## src/rtl/fetch_unit.sv

```systemverilog
// rtl/fetch_unit.sv - instruction fetch stage: PC, imem req/ack, prefetch FIFO, branch redirect.
// Optional FETCH_PERF_CNT_EN adds the perf_bubble_cnt output.
module fetch_unit #(
  parameter int INST_W     = 16,
  parameter int PC_W       = 16,
  parameter int FIFO_DEPTH = 2,
  parameter logic [PC_W-1:0] RESET_PC = '0
) (
  input  logic              clk,
  input  logic              rst,
  output logic              imem_req,
  output logic [PC_W-1:0]   imem_addr,
  input  logic              imem_ack,
  input  logic [INST_W-1:0] imem_rdata,
  input  logic              br_taken,
  input  logic [PC_W-1:0]   br_target,
  input  logic              id_ready,
  output logic              id_valid,
  output logic [INST_W-1:0] id_inst,
`ifdef FETCH_PERF_CNT_EN
  output logic [PC_W-1:0]   id_pc,
  output logic [15:0]       perf_bubble_cnt
`else
  output logic [PC_W-1:0]   id_pc
`endif
);

  localparam int AW = $clog2(FIFO_DEPTH);
  localparam logic [AW:0] FULL_CNT = (AW+1)'(FIFO_DEPTH);

  typedef enum logic [1:0] {BOOT, RUN, FLUSH} state_e;

  state_e            state_q;
  logic [PC_W-1:0]   fetch_pc_q;
  logic [INST_W-1:0] inst_q [FIFO_DEPTH];
  logic [PC_W-1:0]   pc_q   [FIFO_DEPTH];
  logic [AW-1:0]     rd_ptr_q, wr_ptr_q;
  logic [AW:0]       count_q;
  logic              push, pop;

  assign imem_req  = (state_q == RUN) && (count_q < FULL_CNT);
  assign imem_addr = fetch_pc_q;
  assign push      = imem_req && imem_ack;
  assign id_valid  = (count_q != '0);
  assign pop       = id_valid && id_ready;
  assign id_inst   = inst_q[rd_ptr_q];
  assign id_pc     = pc_q[rd_ptr_q];

  always_ff @(posedge clk or posedge rst) begin
    if (rst) begin
      state_q    <= BOOT;
      fetch_pc_q <= RESET_PC;
      rd_ptr_q   <= '0;
      wr_ptr_q   <= '0;
      count_q    <= '0;
      for (int i = 0; i < FIFO_DEPTH; i++) begin
        inst_q[i] <= '0;
        pc_q[i]   <= '0;
      end
    end else if (br_taken) begin
      // Redirect wins over any same-cycle transfer: the fetched word is dropped.
      state_q    <= FLUSH;
      fetch_pc_q <= br_target;
      rd_ptr_q   <= '0;
      wr_ptr_q   <= '0;
      count_q    <= '0;
    end else begin
      state_q <= RUN;
      if (push) begin
        inst_q[wr_ptr_q] <= imem_rdata;
        pc_q[wr_ptr_q]   <= fetch_pc_q;
        wr_ptr_q         <= wr_ptr_q + AW'(1);
        fetch_pc_q       <= fetch_pc_q + PC_W'(1);
      end
      if (pop) begin
        rd_ptr_q <= rd_ptr_q + AW'(1);
      end
      case ({push, pop})
        2'b10:   count_q <= count_q + (AW+1)'(1);
        2'b01:   count_q <= count_q - (AW+1)'(1);
        default: count_q <= count_q;
      endcase
    end
  end

`ifdef FETCH_PERF_CNT_EN
  logic [15:0] bubble_q;

  always_ff @(posedge clk or posedge rst) begin
    if (rst) begin
      bubble_q <= '0;
    end else if (id_ready && !id_valid && (bubble_q != 16'hFFFF)) begin
      bubble_q <= bubble_q + 16'd1;
    end
  end

  assign perf_bubble_cnt = bubble_q;
`endif

endmodule

```

## config.mk

```make
export PLATFORM = sky130hd
export DESIGN_NAME = fetch_unit
export DESIGN_NICKNAME = d
export VERILOG_FILES = /design/src/rtl/fetch_unit.sv
export SDC_FILE = /design/constraint.sdc
export NUM_CORES = 1
export LEC_CHECK = 0
export CORE_AREA = 2 2 97 89
export CTS_CLUSTER_SIZE = 25
export DETAILED_ROUTE_END_ITERATION = 8
export DIE_AREA = 0 0 99 91
export GPL_TIMING_DRIVEN = 0
export PLACE_DENSITY = 0.78
export SYNTH_ARGS = -nofsm -noshare
export SYNTH_HDL_FRONTEND = slang
export SYNTH_SLANG_ARGS = --single-unit
```

## constraint.sdc

```tcl
create_clock -name clk -period 3.78 [get_ports clk]
set_input_delay 0.756 -clock clk [delete_from_list [all_inputs] [get_ports clk]]
set_output_delay 0.756 -clock clk [all_outputs]
set_load 0.01 [all_outputs]
```

==> results of run 1 <==
-- sequential cells by signal, summed over array words and instances, names as in the netlist --
register and count:
imem_addr 16, rd_ptr_q 1, inst_q 32, count_q 2, pc_q 32, wr_ptr_q 1, state_q 2
-- where the power goes --
group	total (W)	switching [W]	leakage (nW)	internal, W
Sequential	0.00117	0.0000989	1.09	0.00107
Clock	0.000640	0.000334	0.0919	0.000306
Combinational	0.000627	0.000222	0.994	0.000405
Total	0.00244	0.000655	2.17	0.00178
-- critical path, cell delays in order (launching register included) --
cell and delay (ns):
sky130_fd_sc_hd__dfrtp_1 0.33, sky130_fd_sc_hd__clkbuf_1 0.29, sky130_fd_sc_hd__clkbuf_1 0.55, sky130_fd_sc_hd__mux2_2 0.41, sky130_fd_sc_hd__clkdlybuf4s50_1 0.49
-- worst min path at each step --
stage,startpoint,end,slack (ns),cells after the start
after floorplan,pc_q[10]$_DFFE_PP0P_,pc_q[10]$_DFFE_PP0P_,0.44,2
after global placement,pc_q[10]$_DFFE_PP0P_,pc_q[10]$_DFFE_PP0P_,0.46,2
after detailed placement,pc_q[28]$_DFFE_PP0P_,pc_q[28]$_DFFE_PP0P_,0.48,1
after CTS,pc_q[31]$_DFFE_PP0P_,pc_q[31]$_DFFE_PP0P_,0.50,1
after global routing,pc_q[22]$_DFFE_PP0P_,pc_q[22]$_DFFE_PP0P_,0.52,1
final,pc_q[10]$_DFFE_PP0P_,pc_q[10]$_DFFE_PP0P_,0.49,2
-- placed cells by master (no fill, tap or decap), drive strengths merged, types with 2 or more instances in the layout --
cell | synthesis | final
or4 | 2 | 2
xnor2 | 9 | 9
nand4 | 5 | 5
nor2b | 2 | 2
inv | 3 | 4
o21ai | 14 | 14
clkinv | 0 | 2
mux2 | 95 | 95
nand3 | 6 | 6
nand2 | 24 | 24
clkbuf | 8 | 17
or2 | 2 | 2
dfrtp | 86 | 86
buf | 8 | 9
mux2i | 4 | 4
clkinvlp | 0 | 2
clkdlybuf4s50 | 0 | 86
nor4 | 5 | 5
nor3 | 5 | 5
xor2 | 4 | 4
nor2 | 7 | 7
-- area by class of cell --
cell class | count | area, um2 | area share [%]
plain buffers | 16 | 70.1 | 1.37
clock buffers | 9 | 124 | 2.42
clock inverters | 6 | 71.3 | 1.39
inverters | 3 | 13.8 | 0.268
multi-input cells | 196 | 1690 | 32.9
flip-flops and latches | 86 | 2150 | 42.0
well taps | 99 | 124 | 2.42
repair buffers | 87 | 888 | 17.3
-- kinds of logic (layout without fill, tap and decap cells) --
group                      count (synthesis)  in the layout  synth area share [%]
muxes                                     99             99                  28.3
DFF                                       86             86                  54.9
and+or+nand+nor                           63             63                  8.56
AOI/OAI and AO/OA                         20             20                  2.91
buffers and inverters                     19            121                  2.08
xor gates and xnor gates                  13             13                  2.91
adders and majority gates                  1              1                 0.319
-- routing by layer --
layer | global-route usage [%] | up-vias | wire, um
met4 | 7.53 | 0 | 114
met1 | 26.6 | 1366 | 3820
met5 | 0 | - | 0
li1 | - | 1263 | -
met2 | 30.6 | 80 | 4100
met3 | 3.54 | 8 | 373
-- per-stage QoR --
| stage | total power, W | TNS (ns) | area (um2) | utilization, % |
|---|---|---|---|---|
| after floorplan | 0.00149 | 0 | 3920 | - |
| after global placement | 0.00180 | -43.07 | 4900 | 61.7 |
| after detailed placement | 0.00182 | 0 | 4930 | 62.0 |
| after CTS | 0.00246 | 0 | 5130 | 64.5 |
| after global routing | 0.00257 | 0 | 5130 | 64.5 |
| final | 0.00244 | 0 | 5130 | 64.5 |
-- cell usage after synthesis (all sizes together) (5+ instances only) --
master,n
nand4,5
xnor2,9
mux2,95
nor2,7
clkbuf,8
nand3,6
nand2,24
dfrtp,86
buf,8
nor3,5
nor4,5
o21ai,14
==> results_dict.tcl, run 1 <==
set metrics [dict create \
    outcome "completed" \
    synthFlopType "sky130_fd_sc_hd__dfrtp_1" \
    final_min_period_over_clock_period_pct 83.9 \
    clkLatencyLatePin_ns 0.35 \
    grt_first_pass_wirelength_um 13800 \
    netlist_top_cells_area "sky130_fd_sc_hd__dfrtp_1, sky130_fd_sc_hd__mux2_2, sky130_fd_sc_hd__nand2_1" \
    die_h_um 91 \
    fin_cells 502 \
    final_critical_path_required_period_ns 3.17 \
    maxSlewHeadroom_pct 56.9 \
    postSynth.asyncResetShare_pct 100 \
    cp-endpoint "id_pc[9]" \
    netlist_area_um2 3920 \
    io_buffers 86 \
    synth_cell_types 34 \
    timing.critical_path.to_type "primary output" \
    pre_cts_ws_ns 0.781 \
    worst_setup_hold_path_clk_slew_ns 0.08 \
    drt_drc_violations_left 0 \
    rrSetupSlack_ns 1.68 \
    first_iter_violations 106 \
    globalplace.congestion 0.806 \
    tightestPinTransition_ns 0.647 \
    worst-setup-path-type "reg2out" \
    drive_above_1_share_pct 30.5 \
    cts_tree "built" \
    power_density_nw_per_um2 475 \
    worst-path-max-fanout 10 \
    rows 31 \
    ir_drop_mv 0.237 \
    clock_sink_count 86 \
    number_of_buffers_created_by_cts 9 \
    reg2regPathDepth 5 \
    num-nets-final 437 \
    finalMaxSlewViolations 0 \
    ctsResizeCount 0 \
    syn-instance-count 301 \
    htree_levels 3 \
    start_util_pct 49.3 \
    area.growth.synth_to_final_pct 30.9 \
    postRouteAntennaNets 0 \
    setup_ws_ns 0.609 \
    number_of_vias_after_detailed_routing 2717 \
    ys_ff_latch 86 \
    synth_area_leader_cell "sky130_fd_sc_hd__dfrtp_1" \
    arrival_ns 2.41 \
    cap_violations 0 \
    register_area_share_after_synthesis_pct 54.9 \
    wl_per_cell_um 16.7 \
    min-delay-path-class "reg2reg" \
    synthesized_area_per_cell_um2 13.0 \
    grt_start_max_net_pins 69 \
    via_count_of_the_first_global_routing_pass 2809 \
    die_width_um 99 \
    place_inst 487 \
    setup_violations 0 \
    synth_fp_nets 339 \
    place.detailed.hpwl_um 5930 \
    cts_max_path_buffers 2 \
    globalRouteTotalUtil_pct 19.4 \
    synth_enable_flop_cells 0 \
    die-area_um2 9010 \
    synth_warnings 0 \
    hold_viol_final 0 \
    insertedDiodeCount 0 \
    unrepaired_setup_endpoints_after_global_routing "false" \
    worstSetupStartpointType "flip-flop" \
    post_cts_buffers 0 \
    critical_path_required_ns 3.02 \
    core_area_um2 7950 \
    final.hold.worst_slack_ns 0.490 \
    leakage_nw 2.17 \
    fill_cells 642 \
    timing.clock.skew_ns 0.0103 \
    num_io_pins 87 \
    cts_root_buffer_type "sky130_fd_sc_hd__clkbuf_8" \
    timing.fmax_mhz 315 \
    setup.worst_path.start "rd_ptr_q$_DFFE_PP0P_" \
    r2r-end "pc_q[19]$_DFFE_PP0P_" \
    globalRoute.totalOverflow 0 \
    first_pass_iters 4 \
    cts_hold_buf 0 \
    rr_startpoint "count_q[1]$_DFFE_PP0P_" \
    yosysTopAreaCellShare_pct 54.9 \
    postRouteWirelength_um 8410 \
    drt-vias-per-instance 5.41 \
    antenna_violations_before_repair 0 \
]
Power figures use the tool's default switching activity.
==> run 2, diff against run 1 <==
==> config.mk (replaced) <==
export PLATFORM = sky130hd
export DESIGN_NAME = fetch_unit
export DESIGN_NICKNAME = d
export VERILOG_FILES = /design/src/rtl/fetch_unit.sv
export SDC_FILE = /design/constraint.sdc
export NUM_CORES = 1
export LEC_CHECK = 0
export CORE_AREA = 2 2 101 93
export CTS_CLUSTER_SIZE = 25
export DETAILED_ROUTE_END_ITERATION = 8
export DIE_AREA = 0 0 103 95
export GPL_TIMING_DRIVEN = 0
export PLACE_DENSITY = 0.75
export SYNTH_ARGS = -nofsm -noshare
export SYNTH_HDL_FRONTEND = slang
export SYNTH_SLANG_ARGS = --single-unit
==> constraint.sdc (replaced) <==
create_clock -name clk -period 2.65 [get_ports clk]
set_input_delay 0.53 -clock clk [delete_from_list [all_inputs] [get_ports clk]]
set_output_delay 0.53 -clock clk [all_outputs]
set_load 0.01 [all_outputs]
==> results_dict.tcl, run 2 (synthesized netlist as in run 1, its figures left out) <==
set metrics [dict create \
    outcome "completed" \
    rows 33 \
    place.detailed.hpwl_um 6230 \
    io_buffers 86 \
    tightestPinTransition_ns 0.599 \
    num_io_pins 87 \
    first_pass_iters 4 \
    ir_drop_mv 0.391 \
    setup_tns_ns 0 \
    timing.critical_path.to_type "primary output" \
    postRouteAntennaNets 0 \
    globalRouteTotalUtil_pct 18.7 \
    hold_viol_final 0 \
    drive_above_1_share_pct 31.4 \
    groute.layer.met2.usage_pct 29.5 \
    htree_levels 3 \
    arrival_ns 1.95 \
    drt_drc_violations_left 0 \
    power_density_nw_per_um2 676 \
    min-delay-path-class "reg2reg" \
    cts_tree "built" \
    globalRoute.totalOverflow 0 \
    pre_cts_ws_ns -0.159 \
    hold_path_depth 1 \
    maxSlewHeadroom_pct 60.0 \
    final_critical_path_required_period_ns 2.48 \
    die-area_um2 9790 \
    drt-vias-per-instance 5.20 \
    worstSetupStartpointType "flip-flop" \
    core_area_um2 8840 \
    layout_common_cells "sky130_fd_sc_hd__mux2_2, sky130_fd_sc_hd__clkdlybuf4s50_1, sky130_fd_sc_hd__dfrtp_1, sky130_fd_sc_hd__nand2_1, sky130_fd_sc_hd__o21ai_0" \
    fin_cells 526 \
    die_h_um 95 \
    final_min_period_over_clock_period_pct 93.6 \
    leakage_nw 2.19 \
    grt_first_pass_wirelength_um 13900 \
    start_util_pct 44.4 \
    place_inst 511 \
    cap_violations 0 \
    reg2regPathDepth 5 \
    number_of_vias_after_detailed_routing 2734 \
    antenna_violations_before_repair 0 \
    busiest_layer "met2" \
    number_of_buffers_created_by_cts 9 \
    setup_violations 0 \
    clkLatencyLatePin_ns 0.34 \
    first_iter_violations 58 \
    grt_util_met3_pct 4.74 \
    wl_per_cell_um 16.6 \
    clock_sink_count 86 \
    layout_commonest_cell "sky130_fd_sc_hd__mux2_2" \
    worst-setup-path-type "reg2out" \
    globalplace.congestion 0.817 \
    finalMaxSlewViolations 0 \
    num-nets-final 437 \
    die_width_um 103 \
    worst_setup_hold_path_clk_slew_ns 0.08 \
    area.growth.synth_to_final_pct 32.3 \
    cts_root_buffer_type "sky130_fd_sc_hd__clkbuf_8" \
    postRouteWirelength_um 8720 \
    insertedDiodeCount 0 \
    gr-usage-met1_pct 25.8 \
    setup_ws_ns 0.169 \
    critical_path_required_ns 2.12 \
    unrepaired_setup_endpoints_after_global_routing "false" \
    timing.clock.skew_ns 0.00821 \
    cts_max_path_buffers 2 \
    via_count_of_the_first_global_routing_pass 2816 \
    timing.fmax_mhz 403 \
    worst-path-max-fanout 10 \
    grt_start_max_net_pins 37 \
]
## run 2: power by group
group | internal [W] | switching (W) | total [W]
combinational | 0.000580 | 0.000320 | 0.000900
clock | 0.000487 | 0.000443 | 0.000930
sequential | 0.00153 | 0.000146 | 0.00168
total | 0.00260 | 0.000910 | 0.00351
## run 2: worst paths after layout
kind	start	to	slack [ns]
hold reg to reg	pc_q[28]$_DFFE_PP0P_	pc_q[28]$_DFFE_PP0P_	0.50
max in group asynchronous	rst	pc_q[10]$_DFFE_PP0P_	1.27
hold / removal	pc_q[28]$_DFFE_PP0P_	pc_q[28]$_DFFE_PP0P_	0.50
setup reg to reg	count_q[1]$_DFFE_PP0P_	inst_q[17]$_DFFE_PP0P_	0.50
setup / recovery	rd_ptr_q$_DFFE_PP0P_	id_pc[10]	0.17
min in group asynchronous	rst	inst_q[2]$_DFFE_PP0P_	0.60
## run 2: layout make-up
cell class / count / area (um2)
Clock inverter: 3 / 42.5
Clock buffer: 13 / 159
Fill cell: 750 / 3650
Tap cell: 122 / 153
Timing Repair Buffer: 88 / 901
Inverter: 3 / 15.0
Sequential cell: 86 / 2150
Multi-Input combinational cell: 196 / 1690
Buffer: 15 / 77.6
## run 2: per-layer routing
layer | part of all wire (%) | vias up
li1 | - | 1264
met2 | 48 | 87
met4 | 0.65 | 0
met5 | 0 | -
met3 | 5.8 | 8
met1 | 46 | 1375
## run 2: metrics by stage
stage / util, % / instance area (um2) / total power, W / hold slack, ns
floorplan: - / 3920 / 0.00213 / 0.444
global placement: 55.9 / 4940 / 0.00257 / 0.457
detailed placement: 56.3 / 4980 / 0.00261 / 0.484
CTS: 58.7 / 5180 / 0.00355 / 0.503
global route: 58.7 / 5190 / 0.00369 / 0.518
finish: 58.7 / 5190 / 0.00351 / 0.497
## run 2: critical path, cell delays in order, from the launching register on
cell and delay, ns:
sky130_fd_sc_hd__dfrtp_2 0.45, sky130_fd_sc_hd__clkbuf_4 0.27, sky130_fd_sc_hd__mux2_2 0.39, sky130_fd_sc_hd__clkdlybuf4s50_1 0.49
## run 2: what timing repair did
item,4_1_cts,5_1_grt
hold buffers,0,0
buffers inserted,0,0
resized for setup,6,1
endpoints found under the setup margin,29,2
pin swaps,0,0
==> RTL edit: new RTL, settings of run 2 <==
Add an input register stage for `br_target`, without a reset; this delays it by one clock. The other inputs are not delayed to match.
--- a/src/rtl/fetch_unit.sv
+++ b/src/rtl/fetch_unit.sv
@@ -30,6 +30,12 @@
 
   typedef enum logic [1:0] {BOOT, RUN, FLUSH} state_e;
 
+  logic [PC_W-1:0] br_target_q;
+
+  always_ff @(posedge clk) begin
+    br_target_q <= br_target;
+  end
+
   state_e            state_q;
   logic [PC_W-1:0]   fetch_pc_q;
   logic [INST_W-1:0] inst_q [FIFO_DEPTH];
@@ -60,7 +66,7 @@
     end else if (br_taken) begin
       // Redirect wins over any same-cycle transfer: the fetched word is dropped.
       state_q    <= FLUSH;
-      fetch_pc_q <= br_target;
+      fetch_pc_q <= br_target_q;
       rd_ptr_q   <= '0;
       wr_ptr_q   <= '0;
       count_q    <= '0;
Function: changed (Yosys sat finds a counterexample within 4 cycles, from zero or initial values and one cycle with rst high).
==> RTL edit against run 2 <==
  * Synthesized cell count rose by 5.3%
  * Design area rose by 6.2%
  * Power rose by 6.7%
  * Global-route usage rose by 0.42 points
  * Worst setup slack got worse by 0.092 ns
  * Area after synthesis rose by 8.7%
  * Count of clock-buffer cells in the layout fell by 1
  * Sequential power rose by 14%
  * Final cell count rose by 3.0%
  * Critical path type unchanged
  * Routed wire length fell by 0.54%
  * Sequential cell count rose by 16
==> RTL edit: results <==
[run_status]
status = complete, no violations

[synth]
synth.distinct_cells = 39
synth_fa_ha_area_frac = 0.002939
synth_compound_area_frac = 0.03174
synth_nets = 355
synth-async-reset-ratio = 0.8431
synthTopCellsByArea = dfrtp_1 51%, mux2_2 17%, mux2_1 7.7%
synth_xor_area_frac = 0.02674
syn_area_per_cell_sq_um = 13.43
yosysSeqAreaShare = 0.5807

[global_route]
grt_max_degree = 43
track_usage = 0.1915
grt_pass1_vias = 2867
grt_pass1_wl_microns = 14350

[timing]
slew_headroom = 0.5964
fin_skew_ns = 0.01022

[layout]
nClkBuffers = 12
buffers = 104
final_util = 0.6232
final_nets = 453
buffer_area_frac = 0.1788
fillers = 736
final_cells = 542
drive_gt1_frac = 0.2357
multi_input_area_sq_mm = 0.001694
seq_share = 0.4490
clk_share = 0.03340

[placed_design]
gp_congestion = 0.7932
place_area_sq_mm = 0.005315
dp_slack_ns = 0.03392
placedCellCount = 527

[hold_path]
holdCritStartpoint = br_target_q[4]

[drt]
wirelength_microns = 8676
vias = 2797
drt_iter0_drc = 94

[clock_network]
clock_sinks = 102

[power_and_ir_drop]
seqPwrFrac = 0.514
p_leak_nw = 2.354
power_density_mw_per_mm2 = 679.7
ir_worst_vdd_uv = 353.1
power_clock_uw = 935
switchingPower_uw = 958.8

[worst_setup_path]
crit_path_top_delay_cell = dfrtp_1
crit_arrival_ns = 2.04
[RTL edit: final timing paths]
kind                                      to  slack (ns)  cells after the start
worst max-delay path                id_pc[6]        0.08                      3
worst min-delay path            imem_addr[4]        0.43                      2
worst max register to register    inst_q[12]        0.66                      4
worst min register to register  imem_addr[4]        0.43                      2
max in group asynchronous       imem_addr[7]        1.67                      3
min in group asynchronous           pc_q[16]        0.48                      2
[RTL edit: per-layer routing]
| layer | global-route usage | wire length [microns] | vias to the layer above | part of all wire |
|---|---|---|---|---|
| met4 | 0.04276 | 64 | 0 | 0.0074 |
| met3 | 0.04589 | 568 | 7 | 0.065 |
| met2 | 0.2971 | 4029 | 89 | 0.46 |
| met1 | 0.2746 | 4014 | 1382 | 0.46 |
| met5 | 0 | 0 | - | 0 |
| li1 | - | - | 1319 | - |
[RTL edit: timing repair]
item                                    CTS  global route
resized for setup                         6             0
hold buffers                              0             0
endpoints found under the setup margin   29             0
setup buffers                             0             0
